## config.mk

```make
export PLATFORM = sky130hd
export DESIGN_NAME = ifetch
export DESIGN_NICKNAME = d
export VERILOG_FILES = /design/src/rtl/ifetch.sv
export SDC_FILE = /design/constraint.sdc
export NUM_CORES = 1
export LEC_CHECK = 0
export ABC_CLOCK_PERIOD_IN_PS = 6500
export CORE_ASPECT_RATIO = 1.1
export CORE_MARGIN = 4
export CORE_UTILIZATION = 25
export CTS_BUF_LIST = sky130_fd_sc_hd__clkbuf_2
export DETAILED_ROUTE_END_ITERATION = 10
export PLACE_DENSITY_LB_ADDON = 0.25
export SLEW_MARGIN = 30
export SYNTH_ARGS = -nofsm -noshare
export SYNTH_HDL_FRONTEND = slang
export SYNTH_SLANG_ARGS = --single-unit
```

## constraint.sdc

```tcl
create_clock -name clk -period 6.5 [get_ports clk]
set_input_delay 1.3 -clock clk [delete_from_list [all_inputs] [get_ports clk]]
set_output_delay 1.3 -clock clk [all_outputs]
set_load 0.1 [all_outputs]
```

## src/rtl/ifetch.sv

```systemverilog
// Instruction fetch unit: a sequential pc feeds a small FIFO of {pc, instr} pairs toward the decoder.
// Optional macro IFETCH_PERF_EN adds the perf_fetched / perf_stall counters.
module ifetch #(
  parameter logic [31:0] RESET_PC = 32'h0000_0000,
  parameter int          QDEPTH   = 2
) (
  input  logic        clk,
  input  logic        reset,
  output logic [31:0] im_addr,
  input  logic [31:0] im_data,
  input  logic        redirect_valid,
  input  logic [31:0] redirect_pc,
  output logic        out_valid,
  input  logic        out_ready,
  output logic [31:0] out_instr,
  output logic [31:0] out_pc
`ifdef IFETCH_PERF_EN
  ,
  output logic [31:0] perf_fetched,
  output logic [31:0] perf_stall
`endif
);

  localparam int          PW    = $clog2(QDEPTH);
  localparam logic [PW:0] DEPTH = (PW + 1)'(QDEPTH);

  logic [31:0]   pc_q, pc_d;
  logic [PW-1:0] wr_ptr_q, wr_ptr_d;
  logic [PW-1:0] rd_ptr_q, rd_ptr_d;
  logic [PW:0]   count_q, count_d;

  logic [31:0] instr_mem_q [QDEPTH];
  logic [31:0] pc_mem_q    [QDEPTH];

  logic full;
  logic pop;
  logic push;

  assign full      = (count_q == DEPTH);
  assign out_valid = (count_q != '0);
  assign pop       = out_valid & out_ready;
  // A pop frees the slot being written, so a full queue can still accept a fetch.
  assign push      = !redirect_valid & (!full | pop);

  assign im_addr   = pc_q;
  assign out_instr = out_valid ? instr_mem_q[rd_ptr_q] : 32'h0;
  assign out_pc    = out_valid ? pc_mem_q[rd_ptr_q]    : 32'h0;

  always_comb begin
    pc_d     = pc_q;
    wr_ptr_d = wr_ptr_q;
    rd_ptr_d = rd_ptr_q;
    count_d  = count_q;
    if (redirect_valid) begin
      pc_d     = {redirect_pc[31:2], 2'b00};
      wr_ptr_d = '0;
      rd_ptr_d = '0;
      count_d  = '0;
    end else begin
      if (push) begin
        pc_d     = pc_q + 32'd4;
        wr_ptr_d = wr_ptr_q + PW'(1);
      end
      if (pop) begin
        rd_ptr_d = rd_ptr_q + PW'(1);
      end
      case ({push, pop})
        2'b10:   count_d = count_q + (PW + 1)'(1);
        2'b01:   count_d = count_q - (PW + 1)'(1);
        default: count_d = count_q;
      endcase
    end
  end

  always_ff @(posedge clk) begin
    if (reset) begin
      pc_q     <= RESET_PC;
      wr_ptr_q <= '0;
      rd_ptr_q <= '0;
      count_q  <= '0;
    end else begin
      pc_q     <= pc_d;
      wr_ptr_q <= wr_ptr_d;
      rd_ptr_q <= rd_ptr_d;
      count_q  <= count_d;
    end
  end

  // Storage needs no reset: count and pointers define which entries are live.
  always_ff @(posedge clk) begin
    if (!reset && push) begin
      instr_mem_q[wr_ptr_q] <= im_data;
      pc_mem_q[wr_ptr_q]    <= pc_q;
    end
  end

`ifdef IFETCH_PERF_EN
  logic [31:0] perf_fetched_q;
  logic [31:0] perf_stall_q;

  always_ff @(posedge clk) begin
    if (reset) begin
      perf_fetched_q <= 32'h0;
      perf_stall_q   <= 32'h0;
    end else begin
      if (push) begin
        perf_fetched_q <= perf_fetched_q + 32'd1;
      end
      if (full && !pop) begin
        perf_stall_q <= perf_stall_q + 32'd1;
      end
    end
  end

  assign perf_fetched = perf_fetched_q;
  assign perf_stall   = perf_stall_q;
`endif

endmodule

```

======== After elaboration in Yosys (flattened, before gate mapping) ========
Memory sizes are Yosys's and may differ from the RTL's. A register that Yosys moved wholly into a read port is not among the register bits.
Index checks and enable logic that the tools add are counted.
storage, ports and cells
  flip-flop bits (word level) ............. 36
  memory bits (writable) .................. 128
  input bits .............................. 68
  output and inout port bits .............. 97
  word-level logic and storage cells ...... 37
  memories ................................ 2
memory list
  name         depth  bits a word  rd ports  clocked after memory_dff  wr ports  line  RTL
  instr_mem_q  2      32           1         1                         1         32    logic [31:0] instr_mem_q [QDEPTH];
  pc_mem_q     2      32           1         1                         1         33    logic [31:0] pc_mem_q [QDEPTH];
operators by class
  add/sub/neg operators ................... 5
  equality and inequality tests ........... 3
  muxes and demuxes ....................... 11
  bitwise gates (word level) .............. 3
  reduce and logical (&&, ||, !) cells .... 8
operators with widths
  kind                                               number
  2-to-1 mux 32 bit                                  4
  adder 32 x 3 -> 32 bit (second input constant)     1
  2-to-1 mux 1 bit                                   6
  nonzero test 2 bit                                 3
  == test 2 bit (second input constant)              2
  one-hot mux 2 bit (2 select lines)                 1
  logical NOT 1 bit                                  3
  adder 1 bit (second input constant)                2
  adder 2 x 1 -> 2 bit (second input constant)       1
  AND 1 bit                                          2
  == test 2 x 1 -> 1 bit (second input constant)     1
  OR reduction 2 bit                                 1
  subtractor 2 x 1 -> 2 bit (second input constant)  1
  logical AND 1 bit                                  1
  bitwise OR 1 bit                                   1

======== Depth between registers and ports, before layout ========
  depth after elaboration ................. 7
  depth in mapped cells ................... 9
  mapped depth without buffers ............ 7

======== Worst setup path before layout ========
Ideal clock, no wire load.
  path type ............................... in2reg
  from .................................... input port redirect_valid
  to ...................................... memory instr_mem_q[1][0] (enable)
  library setup time ...................... 0.571 ns
  data arrival time ....................... 6.484 ns
  data required time ...................... 5.929 ns
  path slack .............................. -0.554 ns
  stages on the path ...................... 4
  buffers on the path ..................... 2
  cell sequence ........................... clkbuf_1 -> or2_2 -> clkbuf_1 -> nor3b_1
between the ends
  longest elaborated chain between the ends .. 5
ends and longest elaborated chain
  element                                 line  RTL
  from (decl)                             11    input logic redirect_valid,
  logical NOT 1 bit                       43    assign push = !redirect_valid & (!full | pop);
  AND 1 bit                               43
  logical AND 1 bit                       91    if (!reset && push) begin
  2-to-1 mux 1 bit                        91
  2-to-1 mux 1 bit (not written as such)  92    instr_mem_q[wr_ptr_q] <= im_data;
  to (decl)                               32
Every way passes these cells.

==> impl_metrics.env <==
export IMPL_status="complete, no violations"
export IMPL_crit_fanout=33
export IMPL_hold_buffers=0
export IMPL_slew_viol_final=0
export IMPL_ys_warn_count=0
export IMPL_synth_edf_count=124
export IMPL_drive_gt1_share_pct=8.563
export IMPL_grt_pass1_wl_um=27500
export IMPL_first_pass_iters=4
export IMPL_yosysTopAreaCellShare_pct=55.27
export IMPL_antenna_found_initial=1
export IMPL_drc_errors=0
export IMPL_arrival_ps=3180
export IMPL_cts_tree="done"
export IMPL_cp_required_ps=5200
export IMPL_grt_max_degree=62
export IMPL_setup_viol=0
export IMPL_cts_buffers=17
export IMPL_max_cap_viol_count=0
export IMPL_clock_latency_ps=710
export IMPL_die_area_mm2=0.02964
export IMPL_cts_buffer_depth=2
export IMPL_hold_viol_final=0
export IMPL_dr_total_vias=4699
export IMPL_vias_per_cell=4.510
export IMPL_cts_setup_buffers=0
export IMPL_ant_nets=0
export IMPL_ys_seq_area_share_pct=65.68
export IMPL_fin_total_pwr_mw=2.269
export IMPL_crit_path_start_kind="register"
export IMPL_grt_pass1_vias=4831
export IMPL_finalNonFillerCells=1042
export IMPL_htreeDepth=4
export IMPL_wl_per_cell_um=17.38
export IMPL_die_h_um=180.2
export IMPL_setup_tns_ps=0
export IMPL_portBuffers=158
export IMPL_critPathKind="register to output pin"
export IMPL_yosys_most_used_dff="edfxtp_1"
export IMPL_relSlewSlack_pct=31.86
export IMPL_start_util_pct=25.62
export IMPL_ios=165
export IMPL_netlist_instances=519
export IMPL_rsz0062_at_grt="false"
export IMPL_period_minus_slack_ps=4483
export IMPL_clock_fmax_mhz=223.1
export IMPL_fin_skew_ps=49.10
export IMPL_post_cts_resized=0
export IMPL_num_rows=62
export IMPL_n_fill_cell=2635
export IMPL_syn_area_per_cell_um2=12.98
export IMPL_power_density_mw_per_mm2=252.0
export IMPL_dp_hpwl_um=12630
export IMPL_end_kind="output pin"
export IMPL_synth_largest_area_cell="edfxtp_1"
export IMPL_synth_cell_types=48
export IMPL_fin_nets=746
export IMPL_clkTransAtPathRegs_ps=240
export IMPL_worstMarginPinSlew_ps=1019
export IMPL_grt_ovfl_total=0
export IMPL_async_reset_ff_share_pct=0
export IMPL_place_inst=1009
export IMPL_p_leak_nw=2.854
export IMPL_syn_cell_area_mm2=0.006736
export IMPL_syn2layout_area_growth_pct=33.66
export IMPL_hold_path_class="register to register"
export IMPL_fin_crit_sh_pct=68.97
export IMPL_clock_sinks=159
export IMPL_yosys_top_cells_area="edfxtp_1 (55%), dfxtp_1 (10%), mux2i_1 (9.2%), nor2_1 (5.1%), a211oi_1 (1.2%)"
export IMPL_drt_iter0_markers=228
export IMPL_gp_congestion=0.7308
export IMPL_ir_drop_mv=0.07825
export IMPL_layout_commonest_cell="clkdlybuf4s50_1"
export IMPL_clock_tree_root_cell="clkbuf_2"
export IMPL_dieWidth_um=164.5
export IMPL_mostFrequentLayoutCells="clkdlybuf4s50_1 (155), edfxtp_1 (124), nor2_1 (90), mux2i_1 (62), dfxtp_1 (34)"
export IMPL_synth_seq_cells=159
export IMPL_grt_use_total_pct=11.98
export IMPL_core_area_mm2=0.02630
export IMPL_drt_total_wl_um=18110
metrics by stage:
| stage | worst slack [ps] | util, % | instance area, um^2 | hold WS, ps |
|---|---|---|---|---|
| finish | 2017 | 34.24 | 9004 | 554.0 |
| global route | 1815 | 34.24 | 9004 | 552.5 |
| CTS | 1871 | 34.28 | 9016 | 550.5 |
| detailed placement | 2496 | 33.25 | 8745 | 504.0 |
| global placement | 2369 | 33.15 | 8717 | 493.9 |
| floorplan | 1644 | - | 6758 | 473.3 |
critical path, stage by stage (launching register included):
cell and delay [ps]:
dfxtp_4 780, buf_16 310, mux2i_1 110, nor2_1 130, clkdlybuf4s50_1 1160
layer usage:
metal  wire, um  track usage (%)  vias up
li1           -                -     2259
met2       8786            20.10      136
met4        193            3.228        0
met1       7927            15.09     2292
met3       1206            3.432       12
met5          0                0        -
path summary, 6_finish.rpt:
check / slack, ps / start / cells past startpoint / end
setup / recovery: 2020 / register / 4 / out_instr[17]
hold / removal: 550 / im_addr[20] / 0 / pc_mem_q[0][20]
hold reg to reg: 550 / im_addr[20] / 0 / pc_mem_q[0][20]
setup reg to reg: 3990 / count_q[0] / 7 / count_q[1]
flip-flops by register name (all words and copies together), names as in the netlist, named ones only:
| name | count |
|---|---|
| count_q | 2 |
| im_addr | 30 |
| instr_mem_q | 64 |
| pc_mem_q | 60 |
| rd_ptr_q | 1 |
| wr_ptr_q | 1 |
final cells by class:
type	instances	area, um^2	area share (%)
tap	352	440.4	4.892
clock buffer	18	90.09	1.001
inverter	7	26.28	0.2918
timing repair buffer	168	1662	18.45
clock inverter	14	181.4	2.015
multi-input combinational	323	2173	24.14
antenna	1	2.502	0.02779
sequential	159	4428	49.18
power breakdown:
group | switching (mW) | internal [mW]
Clock | 0.376 | 0.224
Combinational | 0.360 | 0.127
Sequential | 0.0393 | 1.14
Total | 0.776 | 1.49
cells by family (layout without fill, tap and decap cells):
kind of cell,after synthesis,count (layout),synth area share [%]
other,1,5,0.05567
adder cells (fa/ha/maj),2,2,0.3714
XOR/XNOR,15,15,1.950
buffers and inverters,40,207,2.675
AO/OA/AOI/OAI,50,50,5.591
AND/OR/NAND/NOR,190,190,14.47
flip-flops,159,159,65.68
multiplexers,62,62,9.213
synthesized netlist by cell type, types with 2 or more instances:
cell / count
mux2i_1: 62
and4_1: 8
nand4_1: 10
buf_2: 3
ha_1: 2
and3_1: 6
and2_1: 2
nor2_1: 91
edfxtp_1: 124
nor3b_1: 5
and4_4: 3
nand3_1: 13
a211oi_1: 11
o21ai_0: 8
clkbuf_1: 16
or3_1: 8
a31oi_1: 2
xor2_1: 6
inv_1: 6
a22oi_1: 3
or4_1: 8
o31ai_1: 6
xnor2_1: 9
nor4_1: 2
a2111oi_2: 2
buf_4: 5
a311oi_1: 9
dfxtp_1: 35
buf_1: 8
nand2_1: 17
nor3_1: 9
a21oi_1: 4
(Power assumes the default switching activity.)
